--- src/rtl/morse_to_ascii_decoder.sv ---
// -----------------------------------------------------------------------------
// morse_to_ascii_decoder
//
// Purpose:
//   Times a single debounced Morse key line. Each mark is classified as a dot
//   or a dash, and the gap that ends a character is detected. The captured
//   element sequence (up to 5 elements) is then looked up in the international
//   Morse table (A-Z, 0-9). The block emits the ASCII code or flags an error.
//
// Parameters:
//   CLKS_PER_UNIT  clock cycles per Morse time unit (dot length), >= 2
//   CNT_W          timing counter width, must hold 7*CLKS_PER_UNIT
//
// Ports:
//   i_Clk     system clock, rising edge
//   i_Rst_n   synchronous reset, active-low
//   i_Key     key level (1 = pressed), synchronised and debounced upstream
//   o_ASCII   last decoded character, held until the next emission
//   o_Valid   one-cycle strobe: o_ASCII carries a newly decoded character
//   o_Error   one-cycle strobe: character undecodable (no match or >5 elements)
//   o_Busy    high whenever the FSM is not IDLE
//
// Output handshake:
//   o_Valid and o_Error are push-only strobes with no ready/back-pressure.
//   Each strobe is high for exactly one cycle per character. The two strobes
//   are never high together. The sink must accept the data in that cycle.
//
// Optional feature (compile-time macro MORSE_WORD_SPACE_EN):
//   When defined, a WORD state keeps timing the gap after a character. A gap
//   of 7 units emits one ASCII space (8'h20). When undefined, there is no
//   WORD state and 8'h20 is never produced.
//
// Debug visibility:
//   The FSM state is held in state_q, which has type state_t.
// -----------------------------------------------------------------------------
module morse_to_ascii_decoder #(
  parameter int CLKS_PER_UNIT = 1000,
  parameter int CNT_W         = 16
) (
  input  logic       i_Clk,
  input  logic       i_Rst_n,
  input  logic       i_Key,
  output logic [7:0] o_ASCII,
  output logic       o_Valid,
  output logic       o_Error,
  output logic       o_Busy
);

  localparam logic [CNT_W-1:0] DASH_TH  = CNT_W'(2 * CLKS_PER_UNIT);
  localparam logic [CNT_W-1:0] CHAR_GAP = CNT_W'(3 * CLKS_PER_UNIT);
`ifdef MORSE_WORD_SPACE_EN
  localparam logic [CNT_W-1:0] WORD_GAP = CNT_W'(7 * CLKS_PER_UNIT);
`endif

  typedef enum logic [2:0] {
    S_IDLE,
    S_MARK,
    S_GAP,
    S_EMIT
`ifdef MORSE_WORD_SPACE_EN
    , S_WORD
`endif
  } state_t;

  state_t           state_q, state_d;
  logic [CNT_W-1:0] cnt_q,   cnt_d;
  logic [4:0]       pat_q,   pat_d;    // element k in bit k, 1 = dash
  logic [2:0]       len_q,   len_d;
  logic             ovf_q,   ovf_d;
  logic [7:0]       ascii_q, ascii_d;
  logic             valid_q, valid_d;
  logic             error_q, error_d;

  logic             elem_dash;
  logic [8:0]       lookup_res;        // {match, code}

  // Saturating increment: the counter holds at all-ones and never wraps.
  function automatic logic [CNT_W-1:0] sat_inc(input logic [CNT_W-1:0] v);
    return (v == '1) ? v : v + 1'b1;
  endfunction

  // International Morse lookup. The pattern is written MSB first, so the
  // literal bits read last element ... first element.
  function automatic logic [8:0] morse_lookup(input logic [2:0] len,
                                              input logic [4:0] pat);
    logic [8:0] r;
    r = 9'h000;
    case ({len, pat})
      {3'd1, 5'b00000}: r = {1'b1, 8'h45}; // E .
      {3'd1, 5'b00001}: r = {1'b1, 8'h54}; // T -
      {3'd2, 5'b00010}: r = {1'b1, 8'h41}; // A .-
      {3'd2, 5'b00000}: r = {1'b1, 8'h49}; // I ..
      {3'd2, 5'b00011}: r = {1'b1, 8'h4D}; // M --
      {3'd2, 5'b00001}: r = {1'b1, 8'h4E}; // N -.
      {3'd3, 5'b00001}: r = {1'b1, 8'h44}; // D -..
      {3'd3, 5'b00011}: r = {1'b1, 8'h47}; // G --.
      {3'd3, 5'b00101}: r = {1'b1, 8'h4B}; // K -.-
      {3'd3, 5'b00111}: r = {1'b1, 8'h4F}; // O ---
      {3'd3, 5'b00010}: r = {1'b1, 8'h52}; // R .-.
      {3'd3, 5'b00000}: r = {1'b1, 8'h53}; // S ...
      {3'd3, 5'b00100}: r = {1'b1, 8'h55}; // U ..-
      {3'd3, 5'b00110}: r = {1'b1, 8'h57}; // W .--
      {3'd4, 5'b00001}: r = {1'b1, 8'h42}; // B -...
      {3'd4, 5'b00101}: r = {1'b1, 8'h43}; // C -.-.
      {3'd4, 5'b00100}: r = {1'b1, 8'h46}; // F ..-.
      {3'd4, 5'b00000}: r = {1'b1, 8'h48}; // H ....
      {3'd4, 5'b01110}: r = {1'b1, 8'h4A}; // J .---
      {3'd4, 5'b00010}: r = {1'b1, 8'h4C}; // L .-..
      {3'd4, 5'b00110}: r = {1'b1, 8'h50}; // P .--.
      {3'd4, 5'b01011}: r = {1'b1, 8'h51}; // Q --.-
      {3'd4, 5'b01000}: r = {1'b1, 8'h56}; // V ...-
      {3'd4, 5'b01001}: r = {1'b1, 8'h58}; // X -..-
      {3'd4, 5'b01101}: r = {1'b1, 8'h59}; // Y -.--
      {3'd4, 5'b00011}: r = {1'b1, 8'h5A}; // Z --..
      {3'd5, 5'b11111}: r = {1'b1, 8'h30}; // 0 -----
      {3'd5, 5'b11110}: r = {1'b1, 8'h31}; // 1 .----
      {3'd5, 5'b11100}: r = {1'b1, 8'h32}; // 2 ..---
      {3'd5, 5'b11000}: r = {1'b1, 8'h33}; // 3 ...--
      {3'd5, 5'b10000}: r = {1'b1, 8'h34}; // 4 ....-
      {3'd5, 5'b00000}: r = {1'b1, 8'h35}; // 5 .....
      {3'd5, 5'b00001}: r = {1'b1, 8'h36}; // 6 -....
      {3'd5, 5'b00011}: r = {1'b1, 8'h37}; // 7 --...
      {3'd5, 5'b00111}: r = {1'b1, 8'h38}; // 8 ---..
      {3'd5, 5'b01111}: r = {1'b1, 8'h39}; // 9 ----.
      default:          r = 9'h000;
    endcase
    return r;
  endfunction

  assign elem_dash  = (cnt_q >= DASH_TH);
  assign lookup_res = morse_lookup(len_q, pat_q);

  // ---------------------------------------------------------------------------
  // State register (also holds the counter, the element buffer and the
  // registered outputs)
  // ---------------------------------------------------------------------------
  always_ff @(posedge i_Clk) begin
    if (!i_Rst_n) begin
      state_q <= S_IDLE;
      cnt_q   <= '0;
      pat_q   <= '0;
      len_q   <= '0;
      ovf_q   <= 1'b0;
      ascii_q <= 8'h00;
      valid_q <= 1'b0;
      error_q <= 1'b0;
    end else begin
      state_q <= state_d;
      cnt_q   <= cnt_d;
      pat_q   <= pat_d;
      len_q   <= len_d;
      ovf_q   <= ovf_d;
      ascii_q <= ascii_d;
      valid_q <= valid_d;
      error_q <= error_d;
    end
  end

  // ---------------------------------------------------------------------------
  // Next-state logic
  // ---------------------------------------------------------------------------
  always_comb begin
    state_d = state_q;
    cnt_d   = cnt_q;
    pat_d   = pat_q;
    len_d   = len_q;
    ovf_d   = ovf_q;
    ascii_d = ascii_q;
    valid_d = 1'b0;
    error_d = 1'b0;

    case (state_q)
      S_IDLE: begin
        if (i_Key) begin
          state_d = S_MARK;
          cnt_d   = CNT_W'(1);
        end
      end

      S_MARK: begin
        if (i_Key) begin
          cnt_d = sat_inc(cnt_q);
        end else begin
          // Release: classify the mark from its length so far.
          if (len_q < 3'd5) begin
            pat_d = pat_q | (5'(elem_dash) << len_q);
            len_d = len_q + 3'd1;
          end else begin
            ovf_d = 1'b1;
          end
          state_d = S_GAP;
          cnt_d   = CNT_W'(1);
        end
      end

      S_GAP: begin
        if (i_Key) begin
          state_d = S_MARK;
          cnt_d   = CNT_W'(1);
        end else if (cnt_q == CHAR_GAP - 1'b1) begin
          // This edge is the CHAR_GAP-th low sample. The strobe is
          // registered one edge later, when EMIT completes.
          state_d = S_EMIT;
          cnt_d   = CHAR_GAP;
        end else begin
          cnt_d = sat_inc(cnt_q);
        end
      end

      S_EMIT: begin
        if (lookup_res[8] && !ovf_q) begin
          valid_d = 1'b1;
          ascii_d = lookup_res[7:0];
        end else begin
          error_d = 1'b1;
        end
        pat_d = '0;
        len_d = '0;
        ovf_d = 1'b0;
        // A press sampled here starts the next character without losing a cycle.
        if (i_Key) begin
          state_d = S_MARK;
          cnt_d   = CNT_W'(1);
        end else begin
`ifdef MORSE_WORD_SPACE_EN
          state_d = S_WORD;
          cnt_d   = sat_inc(cnt_q);
`else
          state_d = S_IDLE;
          cnt_d   = '0;
`endif
        end
      end

`ifdef MORSE_WORD_SPACE_EN
      S_WORD: begin
        if (i_Key) begin
          state_d = S_MARK;
          cnt_d   = CNT_W'(1);
        end else if (cnt_q == WORD_GAP - 1'b1) begin
          // Going to IDLE ensures only one space per gap, however long.
          valid_d = 1'b1;
          ascii_d = 8'h20;
          state_d = S_IDLE;
          cnt_d   = '0;
        end else begin
          cnt_d = sat_inc(cnt_q);
        end
      end
`endif

      default: begin
        state_d = S_IDLE;
        cnt_d   = '0;
        pat_d   = '0;
        len_d   = '0;
        ovf_d   = 1'b0;
      end
    endcase
  end

  // ---------------------------------------------------------------------------
  // Output logic
  // ---------------------------------------------------------------------------
  always_comb begin
    o_ASCII = ascii_q;
    o_Valid = valid_q;
    o_Error = error_q;
    o_Busy  = (state_q != S_IDLE);
  end

endmodule

--- config.mk ---
export PLATFORM = sky130hd
export DESIGN_NAME = morse_to_ascii_decoder
export DESIGN_NICKNAME = d
export VERILOG_FILES = /design/src/rtl/morse_to_ascii_decoder.sv
export SDC_FILE = /design/constraint.sdc
export NUM_CORES = 1
export LEC_CHECK = 0
export CAP_MARGIN = 0
export CORE_AREA = 2 2 79 81
export CTS_CLUSTER_SIZE = 14
export DETAILED_ROUTE_END_ITERATION = 16
export DIE_AREA = 0 0 81 83
export DONT_BUFFER_PORTS = 1
export GPL_ROUTABILITY_DRIVEN = 0
export PLACE_DENSITY = 0.57
export REMOVE_ABC_BUFFERS = 1
export SLEW_MARGIN = 15
export SYNTH_ARGS = -nofsm -noshare
export SYNTH_HDL_FRONTEND = slang
export SYNTH_SLANG_ARGS = --single-unit
--- constraint.sdc ---
create_clock -name i_Clk -period 1.85 [get_ports i_Clk]
set_input_delay 0.4625 -clock i_Clk [delete_from_list [all_inputs] [get_ports i_Clk]]
set_output_delay 0.4625 -clock i_Clk [all_outputs]
set_load 0.1 [all_outputs]
==> impl_metrics.py, run 1 <==
metrics = {
    "status": {
        "status": "finished, violations left",
        "failed_checks": "negative setup slack",
    },
    "routing": {
        "drtIter0Drc": 196,
        "drt-pass1-iter-count": 5,
        "drc": 0,
        "num_vias": 2855,
        "wl_um": 7730,
        "wire_per_inst_um": 16.1,
        "detail-route-antenna-nets": 0,
        "routed_via_density": 5.94,
    },
    "logic_synthesis": {
        "synth_top_family_by_area": "simple AND/OR/NAND/NOR gates",
        "avgSynthCellArea_um2": 7.48,
        "muxShareOfSynthArea_pct": 1.57,
        "ys_seq_area_share_pct": 28.2,
        "synth_xor_xnor_area_share_pct": 1.03,
        "synth_enable_flop_cells": 0,
        "synth_fa_ha_area_share_pct": 1.47,
        "yosysUniqueCellTypes": 70,
        "yosys.area_share.simple_pct": 31.8,
        "syn_inst": 342,
        "syn-cell-area_mm2": 0.00256,
        "synth_seq_cells": 36,
        "synth_flop_cell": "dfxtp_1",
        "synthArstFlopShare_pct": 0,
        "ys_warn_count": 0,
        "synth-compound-area-share_pct": 29.6,
    },
    "finish": {
        "finish.utilization_pct": 59.9,
        "layout.nets": 412,
        "stdcell_area_mm2": 0.00349,
        "synthToLayoutAreaGrowth_pct": 36.3,
        "drive_gt1_share_pct": 36.5,
        "antenna-diode-count": 0,
        "layout_common_cells": "buf_4 (81), nor2_1 (28), nand2_1 (26)",
        "final_cells": 481,
        "fillers": 540,
        "final_common_cell": "buf_4",
    },
    "floorplanning": {
        "die_y_um": 83,
        "boundaryPins": 14,
        "core_mm2": 0.00582,
        "start_util_pct": 44.0,
        "rows": 28,
        "dieArea_mm2": 0.00672,
        "fp.dieW_um": 81,
    },
    "timing": {
        "relSlewSlack_pct": 66.2,
        "worst_slack_ns": -0.000649,
        "fin_crit_ns": 1.85,
        "fin_crit_sh_pct": 100,
        "rsz0062_at_grt": "yes",
        "finalHoldViolations": 0,
        "tightest_slew_ns": 0.505,
        "finalMaxSlewViolations": 0,
        "fmax_mhz": 540,
        "setup_viol": 1,
        "finClkSkew_ns": 0.00781,
        "fin_setup_tns_ns": -0.000649,
    },
    "job": {
        "maxCapViolCount": 0,
    },
    "worst_hold_path": {
        "worst_hold_path_type": "in2reg",
    },
    "place": {
        "placement.io_buffers": 0,
        "hpwl_um": 5580,
        "dpl.cell_count": 468,
        "postPlaceCellArea_mm2": 0.00311,
    },
    "critical_path": {
        "cpLargestDelayFamily": "simple AND/OR/NAND/NOR gates",
        "cp_num_buf_inv": 1,
        "cpMaxStageDelayCell": "or4_1",
        "cp.arrival_ns": 2.07,
        "start_kind": "flop",
        "crit_path_end_kind": "flop",
        "max_stage_delay_ns": 0.46,
        "critPathMaxFanout": 4,
        "crit_required_ns": 2.07,
        "critPathKind": "reg2reg",
        "cp_cell_sequence": "ha_4 > and3_1 > nand4_1 > a31oi_2 > buf_4 > or4_1 > a21boi_1",
    },
    "power_and_ir_drop": {
        "total_power_uw": 1620,
        "irDropWorstVdd_v": 0.000504,
        "cellLeakagePower_uw": 0.00143,
        "power_density_mw_per_mm2": 463,
    },
    "cts": {
        "cts_root_buf": "clkbuf_8",
        "path_clk_slew_ns": 0.08,
        "cts_buffers": 5,
        "clk_latency_ns": 0.28,
        "htreeDepth": 2,
        "cts_hold_buf": 0,
        "clock-sinks": 36,
        "cts_buffer_depth": 2,
        "cts_tree": "built",
    },
    "global_route": {
        "antenna_found_initial": 0,
        "grt_use_total_pct": 22.7,
        "grt_overflow": 0,
        "grt_max_degree": 36,
        "grt_pass1_vias": 2626,
        "grt_pass1_wl_um": 12400,
    },
}
==> sequential cells by signal, summed over array words and instances, names as in the netlist <==
signal and count:
o_Valid 1, len_q 3, cnt_q 16, o_ASCII 7, ovf_q 1, pat_q 5, o_Error 1, state_q 2
==> area by class of cell <==
| cell class | count | area, um2 | area share, % |
|---|---|---|---|
| inverter | 9 | 33.8 | 0.969 |
| timing repair buffer | 84 | 651 | 18.7 |
| sequential | 36 | 754 | 21.6 |
| tap | 75 | 93.8 | 2.69 |
| clock buffer | 7 | 96.3 | 2.76 |
| multi-input combinational | 270 | 1860 | 53.3 |
==> path summary, 6_finish.rpt <==
check | startpoint | end | slack, ns | cells past startpoint
setup reg to reg | cnt_q[0]$_SDFFE_PN0P_ | cnt_q[10]$_SDFFE_PN0P_ | -0.0006 | 7
hold reg to reg | o_ASCII[5]$_SDFFE_PN0P_ | o_ASCII[5]$_SDFFE_PN0P_ | 0.46 | 2
hold / removal | i_Key | state_q[1]$_SDFFE_PN0P_ | 0.24 | 1
setup / recovery | cnt_q[0]$_SDFFE_PN0P_ | cnt_q[10]$_SDFFE_PN0P_ | -0.0006 | 7
==> where the power goes <==
part	switching (uW)	internal, uW
Sequential	9.95	774
Combinational	127	96.7
Clock	276	332
==> Yosys cell counts, drive strengths merged, types with 5 or more instances <==
library cell / instances / area share (%)
a21boi: 6 / 1.8
a21oi: 28 / 5.5
a31oi: 13 / 3.2
and2: 5 / 1.2
and3: 6 / 1.5
buf: 11 / 2.5
clkbuf: 16 / 2.3
dfxtp: 36 / 28
inv: 9 / 1.3
nand2: 27 / 4.1
nand3: 19 / 3.7
nor2: 32 / 4.7
nor2b: 5 / 1.2
nor3: 7 / 1.4
nor3b: 5 / 1.5
o21a: 6 / 1.8
o21ai: 22 / 4.5
o22ai: 7 / 2.2
or2: 5 / 1.2
or4: 5 / 1.5
==> through the flow <==
| step | hold WS (ns) | setup WS, ns |
|---|---|---|
| final | 0.241 | -0.000649 |
| after global routing | 0.232 | -0.0595 |
| after CTS | 0.231 | -0.0298 |
| after detailed placement | 0.456 | -0.127 |
| after global placement | 0.451 | -0.0883 |
| after floorplan | 0.464 | -0.235 |
==> worst reg2reg max path: stages (launching register included) <==
cell	delay [ns]
dfxtp_2	0.34
ha_4	0.18
and3_1	0.19
nand4_1	0.17
a31oi_2	0.14
buf_4	0.18
or4_1	0.46
a21boi_1	0.15
==> routing by layer <==
metal	global-route usage, %	up-vias	routed length, um
met4	7.24	0	121
met1	33.9	1333	3640
met2	32.2	109	3440
li1	-	1398	-
met3	4.57	15	532
met5	0	-	0
==> timing repair <==
| item | 4_1_cts | 5_1_grt |
|---|---|---|
| pin swaps | 1 | 11 |
| hold endpoints to repair | 0 | 0 |
| setup endpoints to repair | 21 | 26 |
| gates resized for setup | 12 | 51 |
| setup buffers | 0 | 6 |
==> kinds of logic after synthesis <==
| family | after synthesis |
|---|---|
| compound gates | 113 |
| xor+xnor | 3 |
| fa+ha+maj | 3 |
| buf+inv | 36 |
| flops | 36 |
| mux | 4 |
| other cells | 1 |
| simple gates | 146 |
No activity file was read; power rests on OpenSTA's default activity.
==> run 2: changes to the inputs <==
--- a/config.mk
+++ b/config.mk
@@ -6,10 +6,10 @@
 export NUM_CORES = 1
 export LEC_CHECK = 0
 export CAP_MARGIN = 0
-export CORE_AREA = 2 2 79 81
+export CORE_AREA = 10 10 87 89
 export CTS_CLUSTER_SIZE = 14
 export DETAILED_ROUTE_END_ITERATION = 16
-export DIE_AREA = 0 0 81 83
+export DIE_AREA = 0 0 97 99
 export DONT_BUFFER_PORTS = 1
 export GPL_ROUTABILITY_DRIVEN = 0
 export PLACE_DENSITY = 0.57
==> run 2 against run 1 <==
Against the previous run: the flow now finishes without violations; cell area increased by 3.7%; maximum frequency increased by 0.21%; clock-buffer cell count decreased by 2.
==> impl_metrics.py, run 2 (same netlist as run 1, synthesis figures left out) <==
metrics = {
    "routing": {
        "drc": 0,
        "drt-pass1-iter-count": 4,
        "routed_via_density": 5.84,
        "detail-route-antenna-nets": 0,
        "num_vias": 2887,
        "drtIter0Drc": 180,
        "wire_per_inst_um": 16.3,
        "wl_um": 8050,
    },
    "place": {
        "dp_slack_ns": -0.152,
        "hpwl_um": 5730,
        "placement.io_buffers": 0,
        "dpl.cell_count": 470,
    },
    "floorplanning": {
        "die_y_um": 99,
        "boundaryPins": 14,
        "start_util_pct": 43.7,
        "fp.dieW_um": 97,
        "core_mm2": 0.00585,
        "rows": 28,
        "dieArea_mm2": 0.00960,
    },
    "status": {
        "status": "finished clean",
    },
    "critical_path": {
        "cp_cell_sequence": "nor2_1 > and3b_1 > o21a_1 > a211o_4 > o21a_4 > o221a_1",
        "cpMaxStageDelayCell": "dfxtp_4",
        "critPathMaxFanout": 7,
        "critPathKind": "reg2reg",
        "crit_path_end_kind": "flop",
        "cp.arrival_ns": 2.03,
        "crit_required_ns": 2.03,
        "r2r_setup_slack_ns": 0.003,
        "max_stage_delay_ns": 0.38,
        "cp_num_buf_inv": 0,
        "start_kind": "flop",
        "cpLargestDelayFamily": "compound AO/OA/AOI/OAI gates",
    },
    "finish": {
        "fillers": 506,
        "top_register": "cnt_q",
        "drive_gt1_share_pct": 40.1,
        "layout.nets": 424,
        "final_common_cell": "buf_4",
        "regArea_um2": 748,
        "largest_reg_flops": 16,
        "synthToLayoutAreaGrowth_pct": 41.4,
        "final_cells": 494,
        "antenna-diode-count": 0,
        "multi_input_area_mm2": 0.00191,
        "layout_common_cells": "buf_4 (90), nor2_1 (27), nand2_1 (26)",
    },
    "timing": {
        "finClkSkew_ns": 0.00913,
        "worst_slack_ns": 0.00332,
        "fmax_mhz": 542,
        "fin_crit_ns": 1.85,
        "relSlewSlack_pct": 65.5,
        "fin_crit_sh_pct": 99.8,
        "tightest_slew_ns": 0.516,
        "rsz0062_at_grt": "yes",
        "setup_viol": 0,
        "finalMaxSlewViolations": 0,
        "finalHoldViolations": 0,
    },
    "power_and_ir_drop": {
        "power_density_mw_per_mm2": 436,
        "irDropWorstVdd_v": 0.000504,
        "cellLeakagePower_uw": 0.00148,
    },
    "cts": {
        "clk_latency_ns": 0.29,
        "cts_tree": "built",
        "htreeDepth": 2,
        "cts_hold_buf": 0,
        "cts_buffers": 5,
        "cts_root_buf": "clkbuf_8",
        "cts_buffer_depth": 2,
        "path_clk_slew_ns": 0.07,
        "clock-sinks": 36,
    },
    "global_route": {
        "grt_pass1_wl_um": 12700,
        "grt_overflow": 0,
        "grt_max_degree": 36,
        "antenna_found_initial": 0,
        "grt_pass1_vias": 2595,
        "grt_use_total_pct": 15.4,
    },
    "worst_hold_path": {
        "worst_hold_path_type": "in2reg",
    },
    "job": {
        "maxCapViolCount": 0,
    },
}
-- run 2: changes by cell type in the layout (fill, tap and decap cells not counted), sizes merged --
| cell | before | now |
|---|---|---|
| clkinv | 0 | 3 |
| buf | 84 | 95 |
| clkinvlp | 0 | 1 |
| inv | 9 | 8 |
| clkbuf | 7 | 6 |
-- run 2: metrics by stage --
step | TNS (ns) | hold slack, ns | power [uW] | cell area [um2] | utilization, %
global route | -0.132 | 0.235 | 1640 | 3620 | 61.8
global placement | -0.695 | 0.447 | 1000 | 3130 | 53.4
detailed placement | -1.40 | 0.460 | 1000 | 3130 | 53.4
floorplan | -1.42 | 0.464 | 933 | 2430 | -
finish | 0 | 0.243 | 1580 | 3620 | 61.8
CTS | -0.0111 | 0.230 | 1580 | 3360 | 57.4
-- run 2: final cells by class --
cell class | count | share of cell area, %
Inverter | 9 | 1.04
Tap cell | 75 | 2.60
Timing Repair Buffer | 96 | 20.4
Clock buffer | 5 | 1.90
Clock inverter | 3 | 0.519
Sequential cell | 36 | 20.7
Multi-Input combinational cell | 270 | 52.9
-- run 2: path summary, 6_finish.rpt --
| path | start | end | cells after the start |
|---|---|---|---|
| setup reg to reg | pat_q[4]$_SDFFE_PN0P_ | o_ASCII[2]$_SDFFE_PN0P_ | 6 |
| hold / removal | i_Key | state_q[1]$_SDFFE_PN0P_ | 1 |
| setup / recovery | pat_q[4]$_SDFFE_PN0P_ | o_ASCII[2]$_SDFFE_PN0P_ | 6 |
| hold reg to reg | o_ASCII[0]$_SDFFE_PN0P_ | o_ASCII[0]$_SDFFE_PN0P_ | 2 |
-- run 2: worst register-to-register path, cell delays in order (launching register included) --
cell and delay [ns]:
dfxtp_4 0.38, nor2_1 0.16, and3b_1 0.20, o21a_1 0.22, a211o_4 0.31, o21a_4 0.24
o221a_1 0.23
-- run 2: report_power, final --
part	leakage [uW]	total (uW)	switching (uW)	internal, uW
combinational	0.00114	225	131	94.3
clock	0.0000479	566	303	263
sequential	0.000298	784	8.32	776
-- run 2: layer usage --
layer	wire (um)	global-route usage, %	share of wire, %
met1	3910	21.8	49
met2	3480	23.0	43
met3	543	3.14	6.7
met4	121	3.52	1.5
met5	0	0	0
-- run 2: what timing repair did --
item / CTS / global route
resized for setup: 23 / 51
endpoints found under the setup margin: 22 / 23
buffers inserted: 9 / 9
pin swaps: 8 / 21
==> run 3: changes to the inputs <==
--- a/config.mk
+++ b/config.mk
@@ -12,6 +12,7 @@
 export DIE_AREA = 0 0 97 99
 export DONT_BUFFER_PORTS = 1
 export GPL_ROUTABILITY_DRIVEN = 0
+export GPL_TIMING_DRIVEN = 0
 export PLACE_DENSITY = 0.57
 export REMOVE_ABC_BUFFERS = 1
 export SLEW_MARGIN = 15
==> run 3 against run 2 <==
Against the previous run: the run now ends with negative setup slack left; clock power up 27%; utilization down 7.3 points; combinational power down 13%; cell count down 12%; maximum frequency down 2.0%; sequential power up 0.9%; non-clock buffer count down 58; hold slack worse by 0.023 ns; cell area down 12%; total power up 8.3%; clock skew down 0.00063 ns; largest cell class unchanged; first-iteration DRC count up 76%.
==> impl_metrics.py, run 3 (same netlist as run 1, synthesis figures left out) <==
metrics = {
    "status": {
        "status": "finished, violations left",
        "failed_checks": "negative setup slack",
    },
    "routing": {
        "detail-route-antenna-nets": 0,
        "drc": 0,
        "drt-pass1-iter-count": 5,
        "routed_via_density": 6.36,
        "wl_um": 7650,
        "num_vias": 2773,
        "drtIter0Drc": 317,
        "wire_per_inst_um": 17.5,
    },
    "critical_path": {
        "cp.arrival_ns": 2.06,
        "critPathMaxFanout": 11,
        "crit_required_ns": 2.03,
        "critPathKind": "reg2reg",
        "crit_path_end_kind": "flop",
        "start_kind": "flop",
    },
    "cts": {
        "cts_root_buf": "clkbuf_8",
        "cts_tree": "built",
        "clk_latency_ns": 0.30,
        "cts_buffer_depth": 2,
        "cts_hold_buf": 0,
        "path_clk_slew_ns": 0.09,
        "htreeDepth": 2,
        "clock-sinks": 36,
        "cts_buffers": 5,
    },
    "timing": {
        "setup_viol": 2,
        "tightest_slew_ns": 0.988,
        "finalMaxSlewViolations": 0,
        "finClkSkew_ns": 0.00851,
        "worst_slack_ns": -0.0342,
        "rsz0062_at_grt": "yes",
        "relSlewSlack_pct": 34.1,
        "holdWs_ns": 0.220,
        "fin_crit_sh_pct": 102,
        "fmax_mhz": 531,
        "finalHoldViolations": 0,
        "fin_crit_ns": 1.88,
    },
    "global_route": {
        "grt_pass1_wl_um": 12100,
        "grt_use_total_pct": 14.7,
        "grt_overflow": 0,
        "grt_max_degree": 36,
        "antenna_found_initial": 0,
        "grt_pass1_vias": 2355,
    },
    "job": {
        "maxCapViolCount": 0,
    },
    "finish": {
        "final_common_cell": "buf_4",
        "largest_reg_flops": 16,
        "synthToLayoutAreaGrowth_pct": 24.7,
        "top_register": "cnt_q",
        "antenna-diode-count": 0,
        "layout.nets": 366,
        "layout_common_cells": "buf_4 (30), nand2_1 (26), nor2_1 (25)",
        "drive_gt1_share_pct": 29.1,
        "stdcell_area_mm2": 0.00319,
        "finish.utilization_pct": 54.5,
    },
    "power_and_ir_drop": {
        "irDropWorstVdd_v": 0.000368,
        "total_power_uw": 1710,
        "power_density_mw_per_mm2": 536,
        "cellLeakagePower_uw": 0.00119,
    },
    "worst_hold_path": {
        "worst_hold_path_type": "in2reg",
    },
    "place": {
        "placement.io_buffers": 0,
        "postPlaceCellArea_mm2": 0.00253,
        "hpwl_um": 4470,
    },
    "floorplanning": {
        "boundaryPins": 14,
        "fp.dieW_um": 97,
        "die_y_um": 99,
        "rows": 28,
        "dieArea_mm2": 0.00960,
        "start_util_pct": 43.7,
        "core_mm2": 0.00585,
    },
}
[run 3: changes by cell type in the layout (fill, tap and decap cells not counted), sizes merged]
cell / previous run / this run
clkinv: 3 / 1
bufinv: 0 / 1
inv: 8 / 9
buf: 95 / 37
[run 3: per-layer routing]
layer  track usage, %  vias to the layer above  wire [um]
li1                 -                     1318          -
met1             20.8                     1310       3490
met2             20.7                      131       3310
met3             3.56                       14        670
met4             6.02                        0        174
met5                0                        -          0
[run 3: critical path: stages, from the launching register on]
cell and delay (ns):
dfxtp_4 0.39, or4_4 0.60, o22ai_4 0.21, a211o_1 0.23
nor2_2 0.07, o2111a_1 0.27
[run 3: final timing paths]
check | slack (ns) | depth (start not counted) | endpoint | start
hold reg to reg | 0.50 | 1 | cnt_q[8]$_SDFFE_PN0P_ | cnt_q[8]$_SDFFE_PN0P_
setup / recovery | -0.03 | 5 | o_Error$_SDFF_PN0_ | pat_q[3]$_SDFFE_PN0P_
setup reg to reg | -0.03 | 5 | o_Error$_SDFF_PN0_ | pat_q[3]$_SDFFE_PN0P_
hold / removal | 0.22 | 1 | state_q[1]$_SDFFE_PN0P_ | i_Key
[run 3: power by group]
part / internal [uW] / total [uW] / switching [uW]
Clock: 399 / 720 / 320
Sequential: 768 / 791 / 23.5
Combinational: 80.6 / 196 / 116
Total: 1250 / 1710 / 459
[run 3: final cells by class]
cell class | count | area (um2)
Fill cell | 539 | 2660
Sequential cell | 36 | 774
Multi-Input combinational cell | 270 | 1860
Clock buffer | 5 | 68.8
Clock inverter | 3 | 42.5
Inverter | 9 | 36.3
Timing Repair Buffer | 38 | 310
Tap cell | 75 | 93.8
[run 3: repair_timing]
| item | 4_1_cts | 5_1_grt |
|---|---|---|
| setup buffers | 22 | 16 |
| pin swaps | 9 | 14 |
| gates resized for setup | 47 | 33 |
| endpoints found under the setup margin | 27 | 25 |
[run 3: stage by stage]
step	TNS [ns]	setup WS, ns	cells
3_5_place_dp	-8.17	-0.512	390
3_3_place_gp	-8.73	-0.525	390
5_1_grt	-0.429	-0.0796	436
2_1_floorplan	-1.42	-0.235	315
6_report	-0.0515	-0.0342	436
4_1_cts	-0.0458	-0.0304	420
